$ cat src/rtl/arbiter_pkg.sv
// Shared constants and helpers for the weighted round-robin arbiter.
package arbiter_pkg;

  localparam int BW_WEIGHT_DEFAULT = 3;

  // Increment with wrap from n-1 back to 0
  function automatic int unsigned next_idx(input int unsigned idx, input int unsigned n);
    return (idx + 1 >= n) ? 0 : idx + 1;
  endfunction

endpackage

$ cat src/rtl/circular_pick.sv
// Combinational circular priority pick: first set request at or after i_start.
module circular_pick #(
  parameter  int N  = 4,
  localparam int BW = $clog2(N)
) (
  input  logic [N-1:0]  i_valid,
  input  logic [BW-1:0] i_start,
  output logic [N:0]    o_pick,
  output logic [BW-1:0] o_idx
);

  logic [N-1:0]   ge_mask;
  logic [2*N-1:0] doubled;
  logic [2*N-1:0] lowest;
  logic [N-1:0]   onehot;

  // Lower copy keeps only bits at/after start; upper copy supplies the wrap-around
  assign ge_mask = ~((N'(1) << i_start) - N'(1));
  assign doubled = {i_valid, i_valid & ge_mask};
  assign lowest  = doubled & (~doubled + (2*N)'(1));
  assign onehot  = lowest[N-1:0] | lowest[2*N-1:N];
  assign o_pick  = {~|i_valid, onehot};

  always_comb begin
    o_idx = '0;
    for (int k = 0; k < N; k++) begin
      if (onehot[k]) o_idx = BW'(k);
    end
  end

endmodule

$ cat src/rtl/weighted_round_robin.sv
// Round-robin arbiter with per-candidate weights; a grant stays locked to its
// owner until handshaken, and a weighted owner keeps priority for several handshakes.
module weighted_round_robin
  import arbiter_pkg::*;
#(
  parameter  int NUM_CANDIDATE = 5,
  parameter  int BW_WEIGHT     = BW_WEIGHT_DEFAULT,
  localparam int BW_IDX        = $clog2(NUM_CANDIDATE)
) (
  input  logic                           clk,
  input  logic                           rst,
  input  logic [NUM_CANDIDATE-1:0]       i_valid,
  input  logic [NUM_CANDIDATE*BW_WEIGHT-1:0] i_weight,
  input  logic                           i_mode,
  input  logic                           i_flush,
  input  logic                           i_handshake,
  output logic [NUM_CANDIDATE:0]         o_chosen,
  output logic [BW_IDX-1:0]              o_chosen_idx,
  output logic                           o_last
);

  logic [BW_IDX-1:0]      ptr;
  logic                   owner_vld;
  logic [BW_IDX-1:0]      owner_idx;
  logic [BW_WEIGHT-1:0]   credit;

  logic [NUM_CANDIDATE:0] pick;
  logic [BW_IDX-1:0]      pick_idx;
  logic                   owner_req;
  logic                   owner_drop;
  logic                   grant_vld;
  logic [BW_IDX-1:0]      grant_idx;
  logic [BW_WEIGHT-1:0]   weight_field;
  logic [BW_WEIGHT-1:0]   eff_w;
  logic [BW_WEIGHT-1:0]   cur_credit;
  logic [BW_IDX-1:0]      next_grant;
  logic [BW_IDX-1:0]      next_owner;

  circular_pick #(.N(NUM_CANDIDATE)) u_pick (
    .i_valid (i_valid),
    .i_start (ptr),
    .o_pick  (pick),
    .o_idx   (pick_idx)
  );

  assign owner_req  = owner_vld &  i_valid[owner_idx];
  assign owner_drop = owner_vld & ~i_valid[owner_idx];
  assign grant_vld  = owner_req | ~pick[NUM_CANDIDATE];
  assign grant_idx  = owner_req ? owner_idx : pick_idx;

  assign o_chosen     = grant_vld ? ((NUM_CANDIDATE+1)'(1) << grant_idx)
                                  : {1'b1, NUM_CANDIDATE'(0)};
  assign o_chosen_idx = grant_vld ? grant_idx : '0;

  // Credit belongs to the departing owner, so a replacement grant starts fresh
  assign cur_credit   = owner_drop ? '0 : credit;
  assign weight_field = i_weight[grant_idx*BW_WEIGHT +: BW_WEIGHT];
  assign eff_w        = (!i_mode || weight_field == '0) ? BW_WEIGHT'(1) : weight_field;
  assign o_last       = grant_vld &&
                        (({1'b0, cur_credit} + (BW_WEIGHT+1)'(1)) >= {1'b0, eff_w});

  assign next_grant = BW_IDX'(next_idx(32'(grant_idx), NUM_CANDIDATE));
  assign next_owner = BW_IDX'(next_idx(32'(owner_idx), NUM_CANDIDATE));

  always_ff @(posedge clk or posedge rst) begin
    if (rst) begin
      ptr       <= '0;
      credit    <= '0;
      owner_vld <= 1'b0;
      owner_idx <= '0;
    end else if (i_flush) begin
      ptr       <= '0;
      credit    <= '0;
      owner_vld <= 1'b0;
    end else if (grant_vld && i_handshake) begin
      if (o_last) begin
        ptr       <= next_grant;
        credit    <= '0;
        owner_vld <= 1'b0;
      end else begin
        ptr       <= grant_idx;
        credit    <= cur_credit + BW_WEIGHT'(1);
        owner_vld <= 1'b1;
        owner_idx <= grant_idx;
      end
    end else if (grant_vld) begin
      owner_vld <= 1'b1;
      owner_idx <= grant_idx;
      credit    <= cur_credit;
      if (owner_drop) ptr <= next_owner;
    end else if (owner_drop) begin
      ptr       <= next_owner;
      credit    <= '0;
      owner_vld <= 1'b0;
    end
  end

endmodule

$ cat config.mk
export PLATFORM = sky130hd
export DESIGN_NAME = weighted_round_robin
export DESIGN_NICKNAME = d
export VERILOG_FILES = /design/src/rtl/arbiter_pkg.sv /design/src/rtl/circular_pick.sv /design/src/rtl/weighted_round_robin.sv
export SDC_FILE = /design/constraint.sdc
export NUM_CORES = 1
export LEC_CHECK = 0
export BUFFER_PORTS_ARGS = -buffer_cell sky130_fd_sc_hd__clkbuf_2
export CAP_MARGIN = 20
export CORE_MARGIN = 5
export CORE_UTILIZATION = 57
export CTS_BUF_LIST = sky130_fd_sc_hd__clkbuf_8 sky130_fd_sc_hd__clkbuf_16
export CTS_CLUSTER_SIZE = 12
export DETAILED_ROUTE_END_ITERATION = 12
export PLACE_DENSITY_LB_ADDON = 0.12
export SYNTH_ARGS = -nofsm -noshare
export SYNTH_HDL_FRONTEND = slang
export SYNTH_SLANG_ARGS = --single-unit
$ cat constraint.sdc
create_clock -name clk -period 12.45 [get_ports clk]
set_clock_uncertainty 0.1 [all_clocks]
set_input_delay 2.49 -clock clk [delete_from_list [all_inputs] [get_ports clk]]
set_output_delay 2.49 -clock clk [all_outputs]
set_load 0.01 [all_outputs]
# Yosys cells after proc, flatten, opt, wreduce, memory -nomap -nowiden
# Index checks and enable logic that the tools add are counted.
# classes
addsub,6
n_mul,1
order_cmp,4
eq_ne,1
shifts,3
mux,28
bitwise_logic,10
reduce_logical,10
# op_table
op,n
2-to-1 mux 3 bit,17
variable part select 15 x 6 -> 3 bit,1
"adder 3 x 1 -> 4 bit, second input constant",3
"adder 10 x 1 -> 10 bit, second input constant",1
AND 10 bit,1
inverter 10 bit,1
">= comparator 4 x 3 -> 1 bit, second input constant",2
2-to-1 mux 1 bit,7
2-to-1 mux 6 bit,1
"<< shifter 1 x 3 -> 6 bit, first input constant",1
AND 5 bit,1
"multiplier 3 x 2 -> 5 bit, second input constant",1
inverter 5 bit,1
bitwise OR 5 bit,1
OR reduction 5 bit,1
"<< shifter 1 x 3 -> 5 bit, first input constant",1
"subtractor 5 x 2 -> 5 bit, second input constant",1
>= comparator 4 x 3 -> 1 bit,1
"< comparator 3 x 4 -> 1 bit, second input constant",1
2-to-1 mux 2 bit,2
nonzero test 4 bit,1
"adder 3 x 1 -> 3 bit, second input constant",1
binary-select mux 1 bit (select 3 bit),1
logical NOT 3 bit,1
10 further kinds,13
# word_totals
regBits,10
in_bits,25
out_inout_bits,10
elab_cells,67

# Depth between registers and ports, before layout
# Gate-level depths: netlist of run 1.
# logic_depth
depth_word,23
depth_mapped,18
depth_no_buf,17

# By module
# Synthesis of run 1 repeated with hierarchy kept, for this count alone.
# hier_totals
hier_cells,171
area_unflattened_um2,1322.5
# by_module_without_submodules
module,n_inst,cells_each,area_each_um2,seq_area_each_um2
weighted_round_robin,1,134,1096.1,250.2
circular_pick,1,37,226.5,0.0

# Worst setup path before layout of run 1
# No wires, ideal clock.
# synth_timing
kind,input port to output port
startpoint,in i_valid[4]
endpoint,out o_last
arrival_time_ps,5498
t_required_ps,9860
path_slack_ps,4362
path_stages,14
path_buffers,1
cell_sequence,or3b_4 -> a311o_1 -> a21o_1 -> a22o_4 -> buf_6 -> mux2i_1 -> a221oi_1 -> o221ai_2 -> ha_1 -> nand2b_1 -> a21o_1 -> a21o_1 -> a31oi_4 -> nor2_1
# synth_via
elab_chain_len,17
word_cells_on_any_way,26
classes_between,add/sub (2); mul (1); order compare (1); shift (1); mux (9); bitwise (8); reduce/logical (4)
# synth_rtl
element,line,rtl
start: declaration,weighted_round_robin.sv:12,"input logic [NUM_CANDIDATE-1:0] i_valid,"
AND 5 bit,circular_pick.sv:19,"assign doubled = {i_valid, i_valid & ge_mask};"
inverter 10 bit,circular_pick.sv:20,assign lowest = doubled & (~doubled + (2*N)'(1));
adder 10 x 1 -> 10 bit,circular_pick.sv:20,
AND 10 bit,circular_pick.sv:20,
bitwise OR 5 bit,circular_pick.sv:21,assign onehot = lowest[N-1:0] | lowest[2*N-1:N];
2-to-1 mux 1 bit,circular_pick.sv:27,if (onehot[k]) o_idx = BW'(k);
2-to-1 mux 2 bit (2 in a row),circular_pick.sv:27,
2-to-1 mux 3 bit,circular_pick.sv:27,
2-to-1 mux 3 bit,weighted_round_robin.sv:49,assign grant_idx = owner_req ? owner_idx : pick_idx;
multiplier 3 x 2 -> 5 bit,weighted_round_robin.sv:57,assign weight_field = i_weight[grant_idx*BW_WEIGHT +: BW_WEIGHT];
variable part select 15 x 6 -> 3 bit,weighted_round_robin.sv:57,
logical NOT 3 bit,weighted_round_robin.sv:58,assign eff_w = (!i_mode || weight_field == '0) ? BW_WEIGHT'(1) : weight_field;
logical OR 1 bit,weighted_round_robin.sv:58,
2-to-1 mux 3 bit,weighted_round_robin.sv:58,
>= comparator 4 x 3 -> 1 bit,weighted_round_robin.sv:60,"(({1'b0, cur_credit} + (BW_WEIGHT+1)'(1)) >= {1'b0, eff_w});"
logical AND 1 bit (*),weighted_round_robin.sv:59,assign o_last = grant_vld &&
end: declaration,weighted_round_robin.sv:19,output logic o_last
# Mark *: on every way between the ends. The rest lies on a longest branch, timed or not. The select of a mux whose other input is x is not followed.

# Worst setup path in the final report of run 1
# layout_timing
startpoint,in i_valid[2]
endpoint,out o_last
# Same word-level chain as after synthesis.

==> results of run 1 <==
## layout by cell type, fill, tap and decap left out, types with 2 or more instances in the layout
cell	synthesis	layout
clkbuf_2	0	34
nor2_1	16	16
inv_1	15	15
nand2_1	15	15
ha_1	12	12
dfrtp_1	10	10
a21oi_1	8	8
mux2i_1	6	6
and2_1	6	6
a21o_1	5	5
nor3_1	5	5
o21ai_0	5	5
nand2b_1	4	4
nor2b_1	4	4
clkbuf_8	0	4
a211oi_1	3	3
o21bai_1	2	2
nand3_1	2	2
a41o_1	2	2
a311oi_1	2	2
a31oi_1	2	2
a211oi_2	2	2
## cells by family after synthesis
family | after synthesis | synth area share [%]
AOI/OAI and AO/OA | 47 | 30.0
xor gates and xnor gates | 1 | 0.657
adders and majority gates | 12 | 11.3
buffers and inverters | 19 | 6.38
DFF | 10 | 18.8
muxes | 8 | 6.48
and+or+nand+nor | 64 | 26.4
## power breakdown
part / total (mW) / leakage (nW) / switching (mW) / internal [mW]
Sequential: 0.0587 / 0.132 / 0.0179 / 0.0409
Combinational: 0.197 / 0.628 / 0.109 / 0.0875
Clock: 0.0411 / 0.0288 / 0.0132 / 0.0278
Total: 0.297 / 0.788 / 0.140 / 0.156
## worst paths after layout
check | startpoint | end | slack (ps) | depth (start not counted)
max reg2reg | ptr[1]$_DFFE_PP0P_ | owner_idx[2]$_DFFE_PP0P_ | 8160 | 16
min reg2reg | owner_idx[1]$_DFFE_PP0P_ | owner_idx[1]$_DFFE_PP0P_ | 560 | 2
min in group asynchronous | rst | credit[2]$_DFF_PP0_ | 2090 | 2
max | i_valid[2] | o_last | 3730 | 16
max in group asynchronous | rst | ptr[0]$_DFFE_PP0P_ | 9890 | 2
min | owner_idx[1]$_DFFE_PP0P_ | owner_idx[1]$_DFFE_PP0P_ | 560 | 2
## state kept, by name, indices dropped and copies added (netlist names)
register	cells
credit	3
owner_idx	3
owner_vld	1
ptr	3
## layout make-up
class | count | area, µm² | area share, %
Timing Repair Buffer | 34 | 170 | 10.9
Clock buffer | 4 | 55.1 | 3.52
Inverter | 15 | 56.3 | 3.60
Multi-Input combinational cell | 132 | 997 | 63.8
Tap cell | 28 | 35.0 | 2.24
Sequential cell | 10 | 250 | 16.0
## layer usage
metal,vias up,track usage (%)
met2,47,37.6
met3,8,4.39
met1,616,25.0
met4,0,8.61
li1,654,-
met5,-,0
## tightest hold or removal path, delay by kind of cell, from the launching register on
family	cells	cell delay, ps
flops	1	480
simple gates	1	70
compound gates	1	70
## per-stage QoR
stage               setup slack (ps)  cell area [µm²]  cells  power, mW
finish                          3730             1560    223      0.297
global route                    3450             1560    223      0.324
CTS                             3720             1560    223      0.298
detailed placement              3740             1510    219      0.255
global placement                3920             1510    219      0.248
floorplan                       4360             1330    161      0.212
==> run_results.csv, run 1 <==
group,metric,value,unit
clocking,number_of_gates_given_a_new_drive_strength_after_cts,0,
finish,antennaDiodeCount,0,
timing,maxClockFrequency,0.115,GHz
yosys,postSynth.asyncResetShare,100,%
grt,globalRoute.totalOverflow,0,
clocking,cts_sinks,10,
timing,timing.final.max_slew_violations,0,
clocking,worst_skew_pair.late_latency,240,ps
setup_path,critical-path-top-delay-family,"simple AND/OR/NAND/NOR gates",
timing,report.final.setup_viol,0,
yosys,top_cells_by_instance_count_after_synthesis,"16 x nor2_1, 15 x inv_1, 15 x nand2_1, 12 x ha_1, 10 x dfrtp_1",
yosys,post_synth_instance_area,1330,µm²
detailed_routing,viasPerCell,5.94,
yosys,number_of_synthesized_flops_with_an_enable_pin,0,
clocking,clk_path_buf_depth,2,
die,dieWidth,58.4,µm
yosys,syn-instance-count,161,
setup_path,crit_required,9860,ps
timing,timing.hold.ws,556,ps
timing,post-route-min-period,8720,ps
detailed_routing,dr_wl_met2,1.64,mm
clocking,tritoncts_clock_tree,"built",
detailed_routing,dr.first_iter.drc_count,63,
placement,place_hpwl,2.65,mm
status,outcome,"finished clean",
timing,timing_hold_violations_final,0,
detailed_routing,wl_met3,159,µm
die,initial_cell_density_of_the_core,60.2,%
grt,antenna_found_initial,0,
setup_path,critical_path.max_stage_delay,580,ps
setup_path,critPathLaunchType,"input pin",
pwr,power-per-cell-area,190,nW/µm²
worst_hold_path,worstHoldPathType,"reg -> reg",
detailed_routing,route.detailed.drc,0,
grt,largest_net_degree_at_the_start_of_global_routing,13,
detailed_routing,wirelength,3.25,mm
yosys,synth.top_cells.by_area,"dfrtp_1 19%, ha_1 11%, mux2i_1 4.5%, nor2_1 4.5%, inv_1 4.2%",
yosys,ys.warnings.count,0,
grt,first_global_vias,1343,
setup_path,worstPathCellList,"clkbuf_2, or3_1, o21ai_0, and2_1, nor2_1, nor2_1, nor2_1, a221oi_1, o221ai_2, ha_1, nand2b_1, a21o_1, a21o_1, a31oi_4, nor2_1, clkbuf_2",
die,overall_die_area,3400,µm²
detailed_routing,vias,1325,
finish,drive_gt1_share,26.7,%
setup_path,crit_fanout,12,
die,die_height,58.4,µm
timing,slew-limit-headroom,48.9,%
pwr,vdd.ir_drop.worst,0.121,mV
die,row_count,17,
detailed_routing,top_layer,"met4",
finish,postLayoutCoreUtil,70.7,%
setup_path,setup.worst_path.class,"in -> out",
setup_path,worst_path_max_delay_cell,"nor2_1",
yosys,synth.lib_cells_used.distinct,54,
timing,setup_tns,0,ps
yosys,synthMostInstantiatedCell,"nor2_1",
detailed_routing,ant_nets,0,
die,io_pins,35,
grt,grt_first_pass_wirelength,5.72,mm
clocking,cts.hold.buffers_added,0,
finish,n_fill_cell,193,
detailed_routing,firstDrtPassIters,4,
setup_path,crit_path_frequent_cell,"nor2_1",
clocking,cts_root_buffer,"clkbuf_8",
placement,numPortBuffers,34,
yosys,synth_nets,198,
setup_path,critical_path_buf_inv_count,2,
clocking,clkTransAtPathRegs,50,ps
setup_path,cp_data_arrival_time,6130,ps
detailed_routing,avgRoutedWirePerCell,14.6,µm
yosys,synth-seq-area-share,18.8,%
grt,grt_use_total,21.3,%
placement,gp_congestion,0.799,
yosys,post_synth.cell_area_avg,8.28,µm²
finish,finish.net_count,233,
finish,area.growth.synth_to_final,17.4,%
yosys,commonest_register_cell_after_synthesis,"dfrtp_1",
timing,unrepaired_setup_endpoints_after_global_routing,"false",
setup_path,critical_path.endpoint_type,"primary output",
timing,tightestPinTransition,763,ps
flow_run,timing.max_cap.violations,0,
yosys,netlist.top_cell.by_area,"dfrtp_1",
clocking,setup_fix_bufs_post_cts,0,
pwr,power.static_leakage,0.788,nW
detailed_routing,wl_met1,1.40,mm
clocking,numCtsBuffers,3,
clocking,cts.htree.levels,1,
timing,share_of_the_cycle_needed_by_the_critical_path_after_routing,70.0,%
yosys,synth_seq_cells,10,
die,floorplan.core_area,2210,µm²
yosys,synth_top_area_share,18.8,%
(Power assumes the default switching activity.)
==> inputs of run 2 (changes only) <==
--- a/config.mk
+++ b/config.mk
@@ -5,10 +5,11 @@
 export SDC_FILE = /design/constraint.sdc
 export NUM_CORES = 1
 export LEC_CHECK = 0
+export ABC_AREA = 1
 export BUFFER_PORTS_ARGS = -buffer_cell sky130_fd_sc_hd__clkbuf_2
 export CAP_MARGIN = 20
 export CORE_MARGIN = 5
-export CORE_UTILIZATION = 57
+export CORE_UTILIZATION = 53
 export CTS_BUF_LIST = sky130_fd_sc_hd__clkbuf_8 sky130_fd_sc_hd__clkbuf_16
 export CTS_CLUSTER_SIZE = 12
 export DETAILED_ROUTE_END_ITERATION = 12
==> constraint.sdc (replaced) <==
create_clock -name clk -period 8.8 [get_ports clk]
set_clock_uncertainty 0.1 [all_clocks]
set_input_delay 1.76 -clock clk [delete_from_list [all_inputs] [get_ports clk]]
set_output_delay 1.76 -clock clk [all_outputs]
set_load 0.01 [all_outputs]
==> run 2 against run 1 <==
Against the previous run: first-iteration DRC count decreased by 14%; cell count rose by 18%; utilization fell by 5.3 points; synthesized cell count up 21%; area after synthesis fell by 0.38%; non-clock buffer count is the same; wire length shrank 3.6%.
==> run_results.csv, run 2 <==
group,metric,value,unit
clocking,number_of_gates_given_a_new_drive_strength_after_cts,0,
yosys,synth_nets,232,
die,row_count,18,
timing,unrepaired_setup_endpoints_after_global_routing,"false",
die,floorplan.core_area,2430,µm²
yosys,synthMostInstantiatedCell,"nand2_1",
finish,most_frequent_standard_cell_in_the_layout_excluding_fill_and_tap_cells,"nand2_1",
finish,biggestRegsByFlops,"credit x3, owner_idx x3, ptr x3",
yosys,synth.lib_cells_used.distinct,32,
setup_path,critPathLaunchType,"input pin",
grt,globalRoute.totalOverflow,0,
setup_path,critical_path.max_stage_delay,280,ps
clocking,setup_fix_bufs_post_cts,0,
detailed_routing,route.detailed.drc,0,
yosys,commonest_register_cell_after_synthesis,"dfrtp_1",
placement,numPortBuffers,34,
yosys,post_synth_instance_area,1330,µm²
finish,seq_area,250,µm²
setup_path,critical_path.endpoint_type,"primary output",
timing,timing_hold_violations_final,0,
pwr,power.static_leakage,0.886,nW
die,initial_cell_density_of_the_core,54.6,%
timing,maxClockFrequency,0.159,GHz
pwr,vdd.ir_drop.worst,0.368,mV
die,io_pins,35,
setup_path,crit_required,6940,ps
finish,postLayoutCoreUtil,65.4,%
placement,gp_congestion,0.881,
detailed_routing,vias,1361,
clocking,cts.hold.buffers_added,0,
finish,multi_input_area,931,µm²
detailed_routing,wirelength,3.14,mm
detailed_routing,avgRoutedWirePerCell,11.9,µm
yosys,syn-instance-count,195,
yosys,number_of_synthesized_flops_with_an_enable_pin,0,
grt,grt_use_total,19.1,%
worst_hold_path,worstHoldPathType,"reg -> reg",
timing,share_of_the_cycle_needed_by_the_critical_path_after_routing,71.6,%
yosys,synth.top_cells.by_area,"dfrtp_1 19%, nand2_1 16%, ha_1 11%, nand3_1 9.4%, inv_1 6.5%",
die,overall_die_area,3610,µm²
timing,slew-limit-headroom,72.6,%
finish,finish.net_count,271,
clocking,numCtsBuffers,3,
timing,report.final.setup_viol,0,
yosys,top_cells_by_instance_count_after_synthesis,"55 x nand2_1, 25 x nand3_1, 23 x inv_1, 12 x ha_1, 12 x nor2_1",
grt,first_global_vias,1303,
die,dieWidth,60.0,µm
detailed_routing,viasPerCell,5.17,
yosys,postSynth.asyncResetShare,100,%
finish,drive_gt1_share,30.5,%
setup_path,critical_path_buf_inv_count,7,
setup_path,crit_path_frequent_cell,"nand2_1",
die,die_height,60.0,µm
grt,antenna_found_initial,0,
pwr,power-per-cell-area,410,nW/µm²
setup_path,crit_fanout,8,
grt,grt_first_pass_wirelength,5.44,mm
finish,mostFrequentLayoutCells,"55 x nand2_1, 34 x clkbuf_2, 25 x nand3_1",
yosys,ys.warnings.count,0,
setup_path,cp_data_arrival_time,4440,ps
timing,setup_tns,0,ps
yosys,netlist.top_cell.by_area,"dfrtp_1",
clocking,cts_root_buffer,"clkbuf_8",
grt,largest_net_degree_at_the_start_of_global_routing,12,
clocking,cts.htree.levels,1,
clocking,clkTransAtPathRegs,50,ps
finish,n_fill_cell,253,
finish,area.growth.synth_to_final,19.8,%
setup_path,worst_path_max_delay_cell,"o21ai_4",
yosys,post_synth.cell_area_avg,6.81,µm²
setup_path,setup.worst_path.class,"in -> out",
finish,antennaDiodeCount,0,
timing,timing.final.max_slew_violations,0,
flow_run,timing.max_cap.violations,0,
clocking,clk_path_buf_depth,2,
clocking,cts_sinks,10,
detailed_routing,dr.first_iter.drc_count,54,
placement,place_hpwl,2.64,mm
yosys,synth_seq_cells,10,
detailed_routing,firstDrtPassIters,4,
detailed_routing,ant_nets,0,
status,outcome,"finished clean",
timing,tightestPinTransition,408,ps
yosys,synth-seq-area-share,18.9,%
clocking,tritoncts_clock_tree,"built",
yosys,synth_top_area_share,18.9,%
setup_path,critical-path-top-delay-family,"simple AND/OR/NAND/NOR gates",
timing,post-route-min-period,6300,ps
clocking,worst_skew_pair.late_latency,240,ps
[run 2: cell types whose count changed after synthesis, moves of 5 or more]
cell     before  now
nand3_2       0    5
mux2i_1       6    0
and2_1        6    0
a21o_1        5    0
inv_1        15   23
nand2_1      15   55
nand3_1       2   25
[run 2: worst register-to-register path: stages, from the launching register on]
cell	delay [ps]
dfrtp_1	400
nor2_1	160
nand3_1	110
nand3_1	140
nor2_1	60
nor2_1	170
nand3_2	210
nand2_8	160
nand2_1	60
nand3_1	70
nand3_1	120
nand2_1	100
inv_1	40
nand2_1	50
nand3_1	60
ha_1	260
o21ai_0	180
nand2_1	80
a21oi_1	220
nand2_4	110
inv_4	110
nor2_8	40
o21ai_1	150
nand2_1	70
nand2_1	60
nand2_1	40
[run 2: metrics by stage]
stage | power [mW] | instance area [µm²] | cells | setup slack, ps | hold slack (ps)
after floorplan | 0.476 | 1330 | 195 | 3100 | 422
after global placement | 0.582 | 1540 | 259 | 2620 | 450
after detailed placement | 0.595 | 1540 | 259 | 2520 | 457
after CTS | 0.655 | 1590 | 263 | 2510 | 472
after global routing | 0.724 | 1590 | 263 | 2260 | 496
final | 0.652 | 1590 | 263 | 2500 | 470
[run 2: layout make-up]
type	count	share of cell area [%]
multi-input cells	152	58.5
flip-flops and latches	10	15.7
repair buffers	34	10.7
inverters	33	9.21
clock buffers	4	3.46
well taps	30	2.36
[run 2: routing by layer]
layer	part of all wire, %	vias to the layer above	GRT usage (%)
met3	3.4	4	2.59
met4	0.96	0	3.80
li1	-	710	-
met5	0	-	0
met2	51	26	34.6
met1	45	621	24.0
[run 2: path summary, 6_finish.rpt]
kind | start | end | slack [ps] | depth (start not counted)
min in group asynchronous | rst | credit[0]$_DFF_PP0_ | 1360 | 2
max | i_valid[0] | o_last | 2500 | 25
max in group asynchronous | rst | owner_idx[2]$_DFFE_PP0P_ | 6970 | 2
max reg2reg | ptr[1]$_DFFE_PP0P_ | ptr[0]$_DFFE_PP0P_ | 5360 | 25
min reg2reg | credit[0]$_DFF_PP0_ | credit[0]$_DFF_PP0_ | 470 | 2
min | credit[0]$_DFF_PP0_ | credit[0]$_DFF_PP0_ | 470 | 2
[run 2: power breakdown]
| group | switching (mW) | internal (mW) |
|---|---|---|
| logic | 0.334 | 0.182 |
| registers | 0.0173 | 0.0623 |
| clock network | 0.0178 | 0.0393 |
| total | 0.369 | 0.284 |
[run 2: cell families (layout without fill, tap and decap cells)]
logic type	count (synthesis)	after routing	synth area share [%]
xor+xnor	2	2	1.32
fa+ha+maj	12	12	11.3
flops	10	10	18.9
simple gates	112	112	43.3
compound gates	26	26	14.2
buf+inv	33	71	11.0
